<file path="src/rtl/seven_seg_pkg.sv">
// Shared constants and types for the quad seven-segment display interface.
// Segment patterns are {a,b,c,d,e,f,g}, active-low (0 = lit).
package seven_seg_pkg;

    localparam logic [6:0] SEG_0 = 7'b0000001;
    localparam logic [6:0] SEG_1 = 7'b1001111;
    localparam logic [6:0] SEG_2 = 7'b0010010;
    localparam logic [6:0] SEG_3 = 7'b0000110;
    localparam logic [6:0] SEG_4 = 7'b1001100;
    localparam logic [6:0] SEG_5 = 7'b0100100;
    localparam logic [6:0] SEG_6 = 7'b0100000;
    localparam logic [6:0] SEG_7 = 7'b0001111;
    localparam logic [6:0] SEG_8 = 7'b0000000;
    localparam logic [6:0] SEG_9 = 7'b0000100;
    localparam logic [6:0] SEG_A = 7'b0001000;
    localparam logic [6:0] SEG_B = 7'b1100000;
    localparam logic [6:0] SEG_C = 7'b0110001;
    localparam logic [6:0] SEG_D = 7'b1000010;
    localparam logic [6:0] SEG_E = 7'b0110000;
    localparam logic [6:0] SEG_F = 7'b0111000;

    // Alternate glyphs some drivers use (7 with segment f, 9 without segment d).
    localparam logic [6:0] SEG_7_ALT = 7'b0001101;
    localparam logic [6:0] SEG_9_ALT = 7'b0001100;

    typedef logic [1:0] digit_idx_t;

    typedef enum logic [1:0] {
        IDLE   = 2'd0,
        SETTLE = 2'd1,
        HELD   = 2'd2
    } cap_state_t;

endpackage

</file>
<file path="src/rtl/seven_seg_decode.sv">
// Combinational segment-pattern to hex-nibble decoder.
// o_hit is low for any pattern outside the table; o_nibble is then 0.
module seven_seg_decode
    import seven_seg_pkg::*;
(
    input  logic [6:0] i_seg,
    output logic       o_hit,
    output logic [3:0] o_nibble
);

    always_comb begin
        o_hit    = 1'b1;
        o_nibble = 4'h0;
        case (i_seg)
            SEG_0:     o_nibble = 4'h0;
            SEG_1:     o_nibble = 4'h1;
            SEG_2:     o_nibble = 4'h2;
            SEG_3:     o_nibble = 4'h3;
            SEG_4:     o_nibble = 4'h4;
            SEG_5:     o_nibble = 4'h5;
            SEG_6:     o_nibble = 4'h6;
            SEG_7:     o_nibble = 4'h7;
            SEG_8:     o_nibble = 4'h8;
            SEG_9:     o_nibble = 4'h9;
            SEG_A:     o_nibble = 4'hA;
            SEG_B:     o_nibble = 4'hB;
            SEG_C:     o_nibble = 4'hC;
            SEG_D:     o_nibble = 4'hD;
            SEG_E:     o_nibble = 4'hE;
            SEG_F:     o_nibble = 4'hF;
            SEG_7_ALT: o_nibble = 4'h7;
            SEG_9_ALT: o_nibble = 4'h9;
            default:   o_hit    = 1'b0;
        endcase
    end

endmodule

</file>
<file path="src/rtl/seven_seg_capture.sv">
// Snoops a multiplexed 4-digit seven-segment bus and holds the decoded digits.
// Define SEVSEG_ERR_CNT_EN to add the err_cnt output and err_clr input.
module seven_seg_capture
    import seven_seg_pkg::*;
#(
    parameter int SYNC_STAGES   = 2,
    parameter int STABLE_CYCLES = 4,
    parameter int FRAME_TIMEOUT = 262144
) (
    input  logic       clk,
    input  logic       rst_n,
    input  logic       an3,
    input  logic       an2,
    input  logic       an1,
    input  logic       an0,
    input  logic       ca,
    input  logic       cb,
    input  logic       cc,
    input  logic       cd,
    input  logic       ce,
    input  logic       cf,
    input  logic       cg,
    input  logic       dp,
    output logic [3:0] val3,
    output logic [3:0] val2,
    output logic [3:0] val1,
    output logic [3:0] val0,
    output logic [3:0] valid,
    output logic       seg_err,
    output logic       frame_done,
    output logic       blank,
`ifdef SEVSEG_ERR_CNT_EN
    input  logic       err_clr,
    output logic [7:0] err_cnt,
`endif
    output logic [1:0] o_dbg_state,
    output logic       o_dbg_dp
);

    localparam int              NPIN     = 12;
    localparam logic [7:0]      CNT_LAST = 8'(STABLE_CYCLES - 1);
    localparam int              TO_W     = (FRAME_TIMEOUT > 1) ? $clog2(FRAME_TIMEOUT) : 1;
    localparam logic [TO_W-1:0] TO_MAX   = TO_W'(FRAME_TIMEOUT - 1);

    logic [NPIN-1:0] r_sync [SYNC_STAGES];
    cap_state_t      r_state;
    logic [7:0]      r_cnt;
    logic [8:0]      r_last;
    logic [3:0]      r_val [4];
    logic [3:0]      r_valid;
    logic [3:0]      r_mask;
    logic            r_blank;
    logic            r_seg_err;
    logic            r_frame;
    logic [TO_W-1:0] r_to;

    logic [NPIN-1:0] w_pins;
    logic [3:0]      w_an_low;
    logic [6:0]      w_seg;
    logic            w_digit_ok;
    digit_idx_t      w_idx;
    logic [8:0]      w_tuple;
    logic            w_same;
    logic            w_hit;
    logic [3:0]      w_nibble;
    logic            w_capture;
    logic            w_hit_cap;
    logic            w_miss_cap;
    logic [3:0]      w_mask_set;
    logic            w_frame;
    logic            w_to_sat;

    // Idle pins are all high, so the synchronizer resets to "no digit".
    always_ff @(posedge clk or negedge rst_n) begin
        if (!rst_n) begin
            for (int i = 0; i < SYNC_STAGES; i++) r_sync[i] <= '1;
        end else begin
            r_sync[0] <= {an3, an2, an1, an0, ca, cb, cc, cd, ce, cf, cg, dp};
            for (int i = 1; i < SYNC_STAGES; i++) r_sync[i] <= r_sync[i-1];
        end
    end

    assign w_pins     = r_sync[SYNC_STAGES-1];
    assign w_an_low   = ~w_pins[11:8];
    assign w_seg      = w_pins[7:1];
    assign w_digit_ok = $onehot(w_an_low);

    always_comb begin
        w_idx = 2'd0;
        if (w_an_low[1]) w_idx = 2'd1;
        if (w_an_low[2]) w_idx = 2'd2;
        if (w_an_low[3]) w_idx = 2'd3;
    end

    assign w_tuple = {w_idx, w_seg};
    assign w_same  = (w_tuple == r_last);

    seven_seg_decode u_decode (
        .i_seg    (w_seg),
        .o_hit    (w_hit),
        .o_nibble (w_nibble)
    );

    // The capture lands on the same edge that sees the last of STABLE_CYCLES equal samples.
    assign w_capture  = (r_state == SETTLE) && w_digit_ok && w_same && (r_cnt == CNT_LAST);
    assign w_hit_cap  = w_capture && w_hit;
    assign w_miss_cap = w_capture && !w_hit;
    assign w_mask_set = r_mask | (4'b0001 << w_idx);
    assign w_frame    = w_hit_cap && (w_mask_set == 4'hF);
    assign w_to_sat   = (r_to == TO_MAX);

    always_ff @(posedge clk or negedge rst_n) begin
        if (!rst_n) begin
            r_state <= IDLE;
            r_cnt   <= 8'd0;
            r_last  <= 9'd0;
        end else begin
            r_last <= w_tuple;
            case (r_state)
                IDLE: begin
                    if (w_digit_ok) begin
                        r_state <= SETTLE;
                        r_cnt   <= 8'd1;
                    end
                end
                SETTLE: begin
                    if (!w_digit_ok) begin
                        r_state <= IDLE;
                        r_cnt   <= 8'd0;
                    end else if (!w_same) begin
                        r_cnt <= 8'd1;
                    end else if (r_cnt == CNT_LAST) begin
                        r_state <= HELD;
                    end else begin
                        r_cnt <= r_cnt + 8'd1;
                    end
                end
                HELD: begin
                    if (!w_digit_ok) begin
                        r_state <= IDLE;
                        r_cnt   <= 8'd0;
                    end else if (!w_same) begin
                        r_state <= SETTLE;
                        r_cnt   <= 8'd1;
                    end
                end
                default: begin
                    r_state <= IDLE;
                    r_cnt   <= 8'd0;
                end
            endcase
        end
    end

    always_ff @(posedge clk or negedge rst_n) begin
        if (!rst_n) begin
            for (int i = 0; i < 4; i++) r_val[i] <= 4'h0;
            r_valid   <= 4'h0;
            r_mask    <= 4'h0;
            r_blank   <= 1'b0;
            r_seg_err <= 1'b0;
            r_frame   <= 1'b0;
            r_to      <= '0;
        end else begin
            r_seg_err <= w_miss_cap;
            r_frame   <= w_frame;
            if (w_capture) begin
                r_to <= '0;
            end else if (!w_to_sat) begin
                r_to <= r_to + TO_W'(1);
            end
            // A capture on the saturation edge takes priority over blanking.
            if (w_hit_cap) begin
                r_val[w_idx]   <= w_nibble;
                r_valid[w_idx] <= 1'b1;
                r_blank        <= 1'b0;
                r_mask         <= w_frame ? 4'h0 : w_mask_set;
            end else if (w_miss_cap) begin
                r_valid[w_idx] <= 1'b0;
            end else if (w_to_sat) begin
                r_valid <= 4'h0;
                r_mask  <= 4'h0;
                r_blank <= 1'b1;
            end
        end
    end

`ifdef SEVSEG_ERR_CNT_EN
    logic [7:0] r_err_cnt;

    always_ff @(posedge clk or negedge rst_n) begin
        if (!rst_n) begin
            r_err_cnt <= 8'd0;
        end else if (err_clr) begin
            r_err_cnt <= 8'd0;
        end else if (w_miss_cap && (r_err_cnt != 8'hFF)) begin
            r_err_cnt <= r_err_cnt + 8'd1;
        end
    end

    assign err_cnt = r_err_cnt;
`endif

    assign val0        = r_val[0];
    assign val1        = r_val[1];
    assign val2        = r_val[2];
    assign val3        = r_val[3];
    assign valid       = r_valid;
    assign seg_err     = r_seg_err;
    assign frame_done  = r_frame;
    assign blank       = r_blank;
    assign o_dbg_state = r_state;
    assign o_dbg_dp    = w_pins[0];

endmodule

</file>
<file path="config.mk">
export PLATFORM = sky130hd
export DESIGN_NAME = seven_seg_capture
export DESIGN_NICKNAME = d
export VERILOG_FILES = /design/src/rtl/seven_seg_pkg.sv /design/src/rtl/seven_seg_decode.sv /design/src/rtl/seven_seg_capture.sv
export SDC_FILE = /design/constraint.sdc
export NUM_CORES = 1
export LEC_CHECK = 0
export BUFFER_PORTS_ARGS = -buffer_cell sky130_fd_sc_hd__clkbuf_2
export CORE_MARGIN = 2
export CORE_UTILIZATION = 30
export CTS_CLUSTER_SIZE = 8
export DETAILED_ROUTE_END_ITERATION = 10
export GPL_TIMING_DRIVEN = 0
export HOLD_SLACK_MARGIN = 0.02
export MAX_ROUTING_LAYER = met4
export SYNTH_ARGS = -nofsm -noshare
export SYNTH_HDL_FRONTEND = slang
export SYNTH_SLANG_ARGS = --single-unit
</file>
<file path="constraint.sdc">
create_clock -name clk -period 3.7 [get_ports clk]
set_clock_uncertainty 0.05 [all_clocks]
set_input_delay 0.37 -clock clk [delete_from_list [all_inputs] [get_ports clk]]
set_output_delay 0.37 -clock clk [all_outputs]
set_load 0.005 [all_outputs]
</file>
==> results of run 1 <==
## logic make-up (layout without fill, tap and decap cells)
logic type,Yosys count,count (layout),share of synthesized area (%)
simple gates,148,148,19.71
compound gates,75,75,11.95
fa+ha+maj,5,5,1.616
xor+xnor,24,24,5.280
buf+inv,27,84,3.751
mux,19,19,6.232
flops,88,88,51.47
## registers in the layout, summed over array words and instances, names as in the netlist
register,count
r_mask,4
r_last,9
o_dbg_state,2
val1,4
valid,4
frame_done,1
blank,1
val3,4
r_cnt,8
val2,4
r_to,18
w_pins,12
r_sync,12
seg_err,1
val0,4
## worst max path at each step
stage	slack, ns	cells after the start	startpoint	end
2_1_floorplan	0.77	9	w_pins[9]	val0[0]
4_1_cts	0.39	11	w_pins[9]	r_mask[1]
3_3_place_gp	0.43	11	w_pins[9]	r_mask[1]
3_5_place_dp	0.41	11	w_pins[9]	r_mask[1]
5_1_grt	0.19	11	w_pins[9]	r_mask[1]
6_report	0.36	11	w_pins[9]	r_mask[1]
## layout make-up
type                            count  area [µm²]  area share (%)
Multi-Input combinational cell    271        1942           37.58
Inverter                            7       26.28          0.5085
Timing Repair Buffer               41       235.2           4.552
Tap cell                          180       225.2           4.358
Clock buffer                       11       242.7           4.697
Sequential cell                    88        2232           43.20
Clock inverter                      5       127.6           2.470
Buffer                             20       136.4           2.639
## power groups by stage
stage	sequential, µW	combinational [µW]	clock, µW
after floorplan	1080	157	0
after global placement	1100	211	0
after detailed placement	1100	224	0
after CTS	1080	226	1150
after global routing	1090	251	1190
final	1080	221	1130
## stage by stage
step                      cells  instance area (µm²)  total power (µW)  hold slack [ns]
after floorplan             386                 4337              1239          0.02441
after global placement      605                 4757              1307           0.2959
after detailed placement    606                 4787              1324           0.2970
after CTS                   623                 5167              2458          0.04063
after global routing        623                 5167              2534          0.04385
final                       623                 5167              2430          0.05586
## layer usage
metal	GRT usage, %	part of all wire, %	vias to the layer above
li1	-	-	1487
met1	16.98	49	1540
met3	1.807	3.4	16
met2	18.74	45	69
met5	-	0	-
met4	6.675	2.7	0
## layout by cell type, fill, tap and decap left out, types with 3 or more instances in the layout
cell | Yosys | layout
o21bai_1 | 3 | 3
nand4_1 | 5 | 5
mux2_4 | 16 | 16
nor4_1 | 5 | 5
a22oi_1 | 3 | 3
clkbuf_16 | 0 | 9
xor2_1 | 17 | 17
nor2_1 | 37 | 37
o21ai_0 | 20 | 20
clkbuf_2 | 0 | 38
a21oi_1 | 12 | 12
nand3b_1 | 3 | 3
buf_2 | 10 | 10
nor2b_1 | 5 | 5
nand2_1 | 19 | 19
xnor2_1 | 6 | 6
dfrtp_1 | 64 | 64
dfstp_2 | 24 | 24
o2111ai_1 | 5 | 5
a21o_1 | 8 | 8
bufinv_16 | 0 | 4
and3b_1 | 5 | 5
and2_1 | 4 | 4
o211ai_1 | 3 | 3
ha_1 | 4 | 4
inv_1 | 7 | 7
nor3b_1 | 3 | 3
clkbuf_1 | 3 | 4
buf_6 | 6 | 6
and3_1 | 9 | 9
or3_1 | 4 | 4
mux2i_1 | 3 | 3
nand3_1 | 16 | 16
a31oi_1 | 4 | 4
nor3_1 | 9 | 9
nand2b_1 | 5 | 5
## timing repair
action / 4_1_cts / 5_1_grt
resized for setup: 0 / 0
endpoints found under the hold margin: 28 / 0
hold buffers: 1 / 0
==> results_tabular.tex, run 1 <==
\begin{tabular}{lr}
\hline
Metric & Value \\
\hline
\multicolumn{2}{l}{\textbf{Synth}} \\
\quad Post-synthesis async set-or-reset flop share & 100.0\% \\
\quad Post-Syn Area & between 4000 and 5000 µm² \\
\quad Distinct cells, synth & between 60 and 70 \\
\quad Sequential area share after synthesis & between 50 and 60\% \\
\quad Most frequent cells after synthesis & dfrtp\_1, nor2\_1, dfstp\_2 \\
\quad Most frequent cell after synthesis & dfrtp\_1 \\
\quad Primary FF master, synth & dfrtp\_1 \\
\quad Cell types occupying the most area after synthesis & dfrtp\_1, dfstp\_2, mux2\_4 \\
\quad Number of flops mapped to enable cells by yosys & 0 \\
\quad Syn. warnings & 0 \\
\quad Number of instances in the synthesized netlist & a little under 400 \\
\quad Yosys top cell by area & dfrtp\_1 \\
\quad Nets in the synthesized netlist & between 400 and 500 \\
\quad Count of state elements after synthesis & 88 \\
\quad Post-Syn Area per Cell & roughly 11 µm² \\
\quad Share of the synthesized area in the top cell type & 36.93\% \\
\multicolumn{2}{l}{\textbf{Die}} \\
\quad Boundary Pins & 40 \\
\quad Area of the die & between 15000 and 20000 µm² \\
\quad Area of the placeable core & about 14000 µm² \\
\quad Initial cell density of the core & a little under a third \\
\quad Y dimension of the die & around 120 µm \\
\quad Number of rows in the core area & 43 \\
\quad Chip width & 124.2 µm \\
\multicolumn{2}{l}{\textbf{Worst hold path}} \\
\quad Endpoint of the worst hold-timing path & r\_sync[13] \\
\quad Worst min-delay path startpoint & cg \\
\quad Hold Path Class & primary input to flop \\
\quad Number of instances on the worst hold path & 1 \\
\multicolumn{2}{l}{\textbf{Route}} \\
\quad First-pass iteration count of the detailed router & 4 \\
\quad Aggregate routed wire length & 9.034 mm \\
\quad Via/cell ratio & roughly 5 \\
\quad Vias after detailed routing & 3112 \\
\quad DRC violations left & 0 \\
\quad Post-route ant nets & 0 \\
\quad Wire per inst & between 10 and 15 µm \\
\quad Number of DRC markers in iteration 0 & 114 \\
\multicolumn{2}{l}{\textbf{STA}} \\
\quad Final worst-path cycle share & 90.14\% \\
\quad Final count of pins violating max slew & 0 \\
\quad Final Hold Vio Count & 0 \\
\quad Setup\_tns & 0 ns \\
\quad Unrepaired setup endpoints after global routing & no \\
\quad Tightest Pin Transition & 0.6126 ns \\
\quad Final Critical Period & 3.335 ns \\
\quad Total of endpoints with negative setup slack in the final report & 0 \\
\quad Max Clock Freq & 0.2998 GHz \\
\quad Worst rel slew slack & between 50\% and 60\% \\
\quad Worst Setup Slack, final & around 0.36 ns \\
\multicolumn{2}{l}{\textbf{Critical path}} \\
\quad Register-to-register setup slack & around 0.36 ns \\
\quad Data arrival time of the worst path & between 3 and 4 ns \\
\quad Max Fanout on Critical Path & 10 \\
\quad Critical path startpoint category & flop \\
\quad Reg-to-Reg Start & w\_pins[9] \\
\quad Top Family by Delay on Critical Path & simple AND/OR/NAND/NOR gates \\
\quad Buffers \& Inverters on Critical Path & 2 \\
\quad End of the worst register-to-register path & r\_mask[1] \\
\quad Critical-path top delay cell & dfstp\_2 \\
\quad Startpoint-to-endpoint class of the critical path & flop to flop \\
\quad Cell-by-cell listing of the critical path & fa\_1, inv\_1, ha\_1, ha\_1, or3b\_1, nor3\_1, o2111ai\_1, and2b\_1, buf\_2, nand3\_1, a21oi\_1 \\
\quad Critical Path Max Stage Delay & slightly above 0.6 ns \\
\quad Category of the worst setup path capture point & flop \\
\quad Depth of the most critical reg-to-reg path & 11 \\
\quad Critical Path RT & about 4 ns \\
\quad CP dominant cell by count & ha\_1 \\
\multicolumn{2}{l}{\textbf{Power and ir drop}} \\
\quad PwrDens & 470.3 nW/µm² \\
\quad Proportion of total power due to net switching & between 20\% and 30\% \\
\quad Cell leakage power & between 0.002 and 0.0025 µW \\
\quad Net load switching power & around 570 µW \\
\quad Relative contribution of the clock network to total power & approximately 46\% \\
\quad Maximum resistive drop on vdd & 193.9 µV \\
\quad Design internal power & between 1500 and 2000 µW \\
\quad Reg power frac & between 40\% and 50\% \\
\quad Logic pwr share & under 10\% \\
\multicolumn{2}{l}{\textbf{GRT}} \\
\quad Largest net degree at the start of global routing & 51 \\
\quad Vias in the first global route & 3166 \\
\quad Initial antenna violation count & 0 \\
\quad Wire length of the first global-routing pass & roughly 16 mm \\
\quad GRT Total Usage & roughly 13\% \\
\quad Overall overflow remaining after global route & 0 \\
\multicolumn{2}{l}{\textbf{Placement}} \\
\quad Place WS & just over 0.4 ns \\
\quad Buffers on Ports & 39 \\
\quad GPL Wtd Cong & 0.8343 \\
\quad Dpl hpwl & approximately 6.3 mm \\
\multicolumn{2}{l}{\textbf{Run status}} \\
\quad Result of the run & completed \\
\multicolumn{2}{l}{\textbf{Final layout}} \\
\quad Post-synthesis to final-layout area growth & 19.16\% \\
\quad Number of antenna diodes & 0 \\
\quad Fin util & a little under two fifths \\
\quad Nets & roughly 460 \\
\quad Ratio of cells with drive above 1 in the final layout & $\sim$28\% \\
\quad Fill cell total of the finished layout & 1389 \\
\multicolumn{2}{l}{\textbf{Flow run}} \\
\quad Max-capacitance violation count & 0 \\
\multicolumn{2}{l}{\textbf{Clock network}} \\
\quad Clock Tree Buf Depth & 2 \\
\quad Num Clock Sinks & roughly 90 \\
\quad H-tree depth reported by CTS & 3 \\
\quad Clock tree from TritonCTS & yes \\
\quad Post-CTS setup-driven buffer insertion count & 0 \\
\quad Clock network latency to the later pin of the worst-skew pair & $\sim$0.34 ns \\
\quad Clock root buffer & clkbuf\_16 \\
\quad Clock slew at reported path FFs & $\sim$0.060 ns \\
\quad CTS buffer count & 9 \\
\hline
\end{tabular}
(Power assumes the default switching activity.)
==> run 2, diff against run 1 <==
--- a/config.mk
+++ b/config.mk
@@ -6,13 +6,13 @@
 export NUM_CORES = 1
 export LEC_CHECK = 0
 export BUFFER_PORTS_ARGS = -buffer_cell sky130_fd_sc_hd__clkbuf_2
-export CORE_MARGIN = 2
 export CORE_UTILIZATION = 30
 export CTS_CLUSTER_SIZE = 8
 export DETAILED_ROUTE_END_ITERATION = 10
 export GPL_TIMING_DRIVEN = 0
 export HOLD_SLACK_MARGIN = 0.02
 export MAX_ROUTING_LAYER = met4
+export PLACE_DENSITY_LB_ADDON = 0.3
 export SYNTH_ARGS = -nofsm -noshare
 export SYNTH_HDL_FRONTEND = slang
 export SYNTH_SLANG_ARGS = --single-unit
==> run 2 against run 1 <==
Net effect:
- utilization decreased by 0.41 points
- global-route usage grew 0.87 points
- flip-flop and latch count stayed put
- die area decreased by 3.2%
- fmax shrank 1.9%
- first-iteration DRC count up 46%
- highest routed layer unchanged
- cell count did not move
- non-clock buffer count stayed put
- critical endpoint unchanged
==> results_tabular.tex, run 2 (synthesis results as in run 1) <==
\begin{tabular}{lr}
\hline
Metric & Value \\
\hline
\multicolumn{2}{l}{\textbf{STA}} \\
\quad Final Hold Vio Count & 0 \\
\quad Final count of pins violating max slew & 0 \\
\quad Unrepaired setup endpoints after global routing & no \\
\quad Worst rel slew slack & 57.70\% \\
\quad Final worst-path cycle share & 91.89\% \\
\quad Total of endpoints with negative setup slack in the final report & 0 \\
\quad Worst Setup Slack, final & around 0.30 ns \\
\quad Tightest Pin Transition & between 0.6 and 0.7 ns \\
\quad Max Clock Freq & 0.2941 GHz \\
\quad Setup\_tns & 0 ns \\
\quad Final Critical Period & 3.400 ns \\
\multicolumn{2}{l}{\textbf{GRT}} \\
\quad GRT Total Usage & roughly 14\% \\
\quad Vias in the first global route & slightly above 3000 \\
\quad Wire length of the first global-routing pass & approximately 15 mm \\
\quad Overall overflow remaining after global route & 0 \\
\quad Initial antenna violation count & 0 \\
\quad Largest net degree at the start of global routing & $\sim$60 \\
\multicolumn{2}{l}{\textbf{Clock network}} \\
\quad \# resized after CTS & 0 \\
\quad H-tree depth reported by CTS & 3 \\
\quad Post-cts hold buffer count & 1 \\
\quad Clock Tree Buf Depth & 2 \\
\quad Clock root buffer & clkbuf\_16 \\
\quad Clock slew at reported path FFs & roughly 0.060 ns \\
\quad Num Clock Sinks & 88 \\
\quad Post-CTS setup-driven buffer insertion count & 0 \\
\quad Clock tree from TritonCTS & yes \\
\quad Clock network latency to the later pin of the worst-skew pair & 0.35 ns \\
\quad CTS buffer count & 9 \\
\multicolumn{2}{l}{\textbf{Route}} \\
\quad Number of DRC markers in iteration 0 & 166 \\
\quad Via/cell ratio & a little under 5 \\
\quad Vias after detailed routing & $\sim$3000 \\
\quad Wire per inst & about 14 µm \\
\quad Aggregate routed wire length & between 8 and 9 mm \\
\quad DRC violations left & 0 \\
\quad Post-route ant nets & 0 \\
\quad First-pass iteration count of the detailed router & 4 \\
\multicolumn{2}{l}{\textbf{Power and ir drop}} \\
\quad Design internal power & between 1500 and 2000 µW \\
\quad PwrDens & approximately 440 nW/µm² \\
\quad Net load switching power & roughly 550 µW \\
\quad Maximum resistive drop on vdd & between 200 and 300 µV \\
\quad Reg power frac & 47.9\% \\
\quad Cell leakage power & roughly 0.0023 µW \\
\quad Proportion of total power due to net switching & 24.46\% \\
\quad Logic pwr share & 9.8\% \\
\quad Relative contribution of the clock network to total power & 42.3\% \\
\multicolumn{2}{l}{\textbf{Critical path}} \\
\quad Max Fanout on Critical Path & 10 \\
\quad Critical Path RT & about 3.9 ns \\
\quad Startpoint-to-endpoint class of the critical path & flop to flop \\
\quad Register-to-register setup slack & $\sim$0.3 ns \\
\quad Critical path startpoint category & flop \\
\quad Data arrival time of the worst path & 3.62 ns \\
\quad Depth of the most critical reg-to-reg path & 11 \\
\quad Category of the worst setup path capture point & flop \\
\multicolumn{2}{l}{\textbf{Final layout}} \\
\quad Commonest non-fill, non-tap cell in the layout & dfrtp\_1 \\
\quad Nets & between 400 and 500 \\
\quad Ratio of cells with drive above 1 in the final layout & approximately 28\% \\
\quad Number of flip-flops under the largest register name & 18 \\
\quad Fill cell total of the finished layout & roughly 1400 \\
\quad Number of antenna diodes & 0 \\
\quad Post-synthesis to final-layout area growth & 17.83\% \\
\quad Highest-count cells in the layout ignoring fill and taps & dfrtp\_1, clkbuf\_2, nor2\_1 \\
\quad Register with the highest flop count & r\_to \\
\multicolumn{2}{l}{\textbf{Run status}} \\
\quad Result of the run & completed \\
\multicolumn{2}{l}{\textbf{Die}} \\
\quad Area of the die & roughly 15000 µm² \\
\quad Boundary Pins & 40 \\
\quad Number of rows in the core area & 43 \\
\quad Initial cell density of the core & between 30\% and 40\% \\
\quad Y dimension of the die & 122.2 µm \\
\quad Chip width & roughly 120 µm \\
\quad Area of the placeable core & 13990 µm² \\
\multicolumn{2}{l}{\textbf{Worst hold path}} \\
\quad Number of instances on the worst hold path & 1 \\
\quad Hold Path Class & primary input to flop \\
\multicolumn{2}{l}{\textbf{Placement}} \\
\quad GPL Wtd Cong & 0.8227 \\
\quad Place WS & roughly 0.28 ns \\
\quad Dpl hpwl & about 6 mm \\
\quad Buffers on Ports & 39 \\
\multicolumn{2}{l}{\textbf{Flow run}} \\
\quad Max-capacitance violation count & 0 \\
\hline
\end{tabular}
==> run 2: area by class of cell <==
cell class	instances	area, µm²	share of cell area (%)
plain buffers	20	136.4	2.669
clock buffers	10	229.0	4.481
clock inverters	6	83.83	1.641
inverters	7	26.28	0.5142
multi-input cells	271	1942	38.00
flip-flops and latches	88	2232	43.68
well taps	180	225.2	4.407
repair buffers	41	235.2	4.603
==> run 2: worst paths after layout <==
check                            from    endpoint
max                         w_pins[9]   r_mask[1]
min                                cc  r_sync[17]
max reg2reg                 w_pins[9]   r_mask[1]
min reg2reg                r_sync[23]  w_pins[11]
max in group asynchronous       rst_n  r_sync[17]
min in group asynchronous       rst_n    r_cnt[6]
==> run 2: layer usage <==
layer / GRT usage [%] / vias to the layer above / share of wire, %
li1: - / 1484 / -
met3: 4.554 / 5 / 4.9
met4: 3.430 / 0 / 1.2
met1: 18.71 / 1481 / 51
met2: 18.96 / 75 / 43
met5: - / - / 0
==> run 2: critical path: stages, from the launching register on <==
cell and delay (ns):
dfstp_2 0.60, fa_1 0.42, inv_1 0.06, ha_1 0.14, ha_1 0.23, or3b_1 0.49, nor3_1 0.25, o2111ai_1 0.21
and2b_1 0.34, buf_2 0.27, nand3_1 0.10, a21oi_1 0.15
==> run 2: power groups by stage <==
stage | Sequential, µW | Clock [µW] | Combinational, µW
4_1_cts | 1080 | 993 | 225
5_1_grt | 1090 | 1040 | 255
2_1_floorplan | 1080 | 0 | 157
3_5_place_dp | 1100 | 0 | 224
6_report | 1080 | 955 | 222
3_3_place_gp | 1100 | 0 | 213
==> run 2: through the flow <==
step	utilization, %	power [µW]	hold slack, ns	instance area (µm²)	instances
2_1_floorplan	-	1239	0.02441	4337	386
3_3_place_gp	34.01	1309	0.2972	4757	605
3_5_place_dp	34.22	1321	0.2968	4787	606
4_1_cts	36.53	2299	0.03670	5110	623
5_1_grt	36.53	2386	0.03654	5110	623
6_report	36.53	2257	0.05468	5110	623
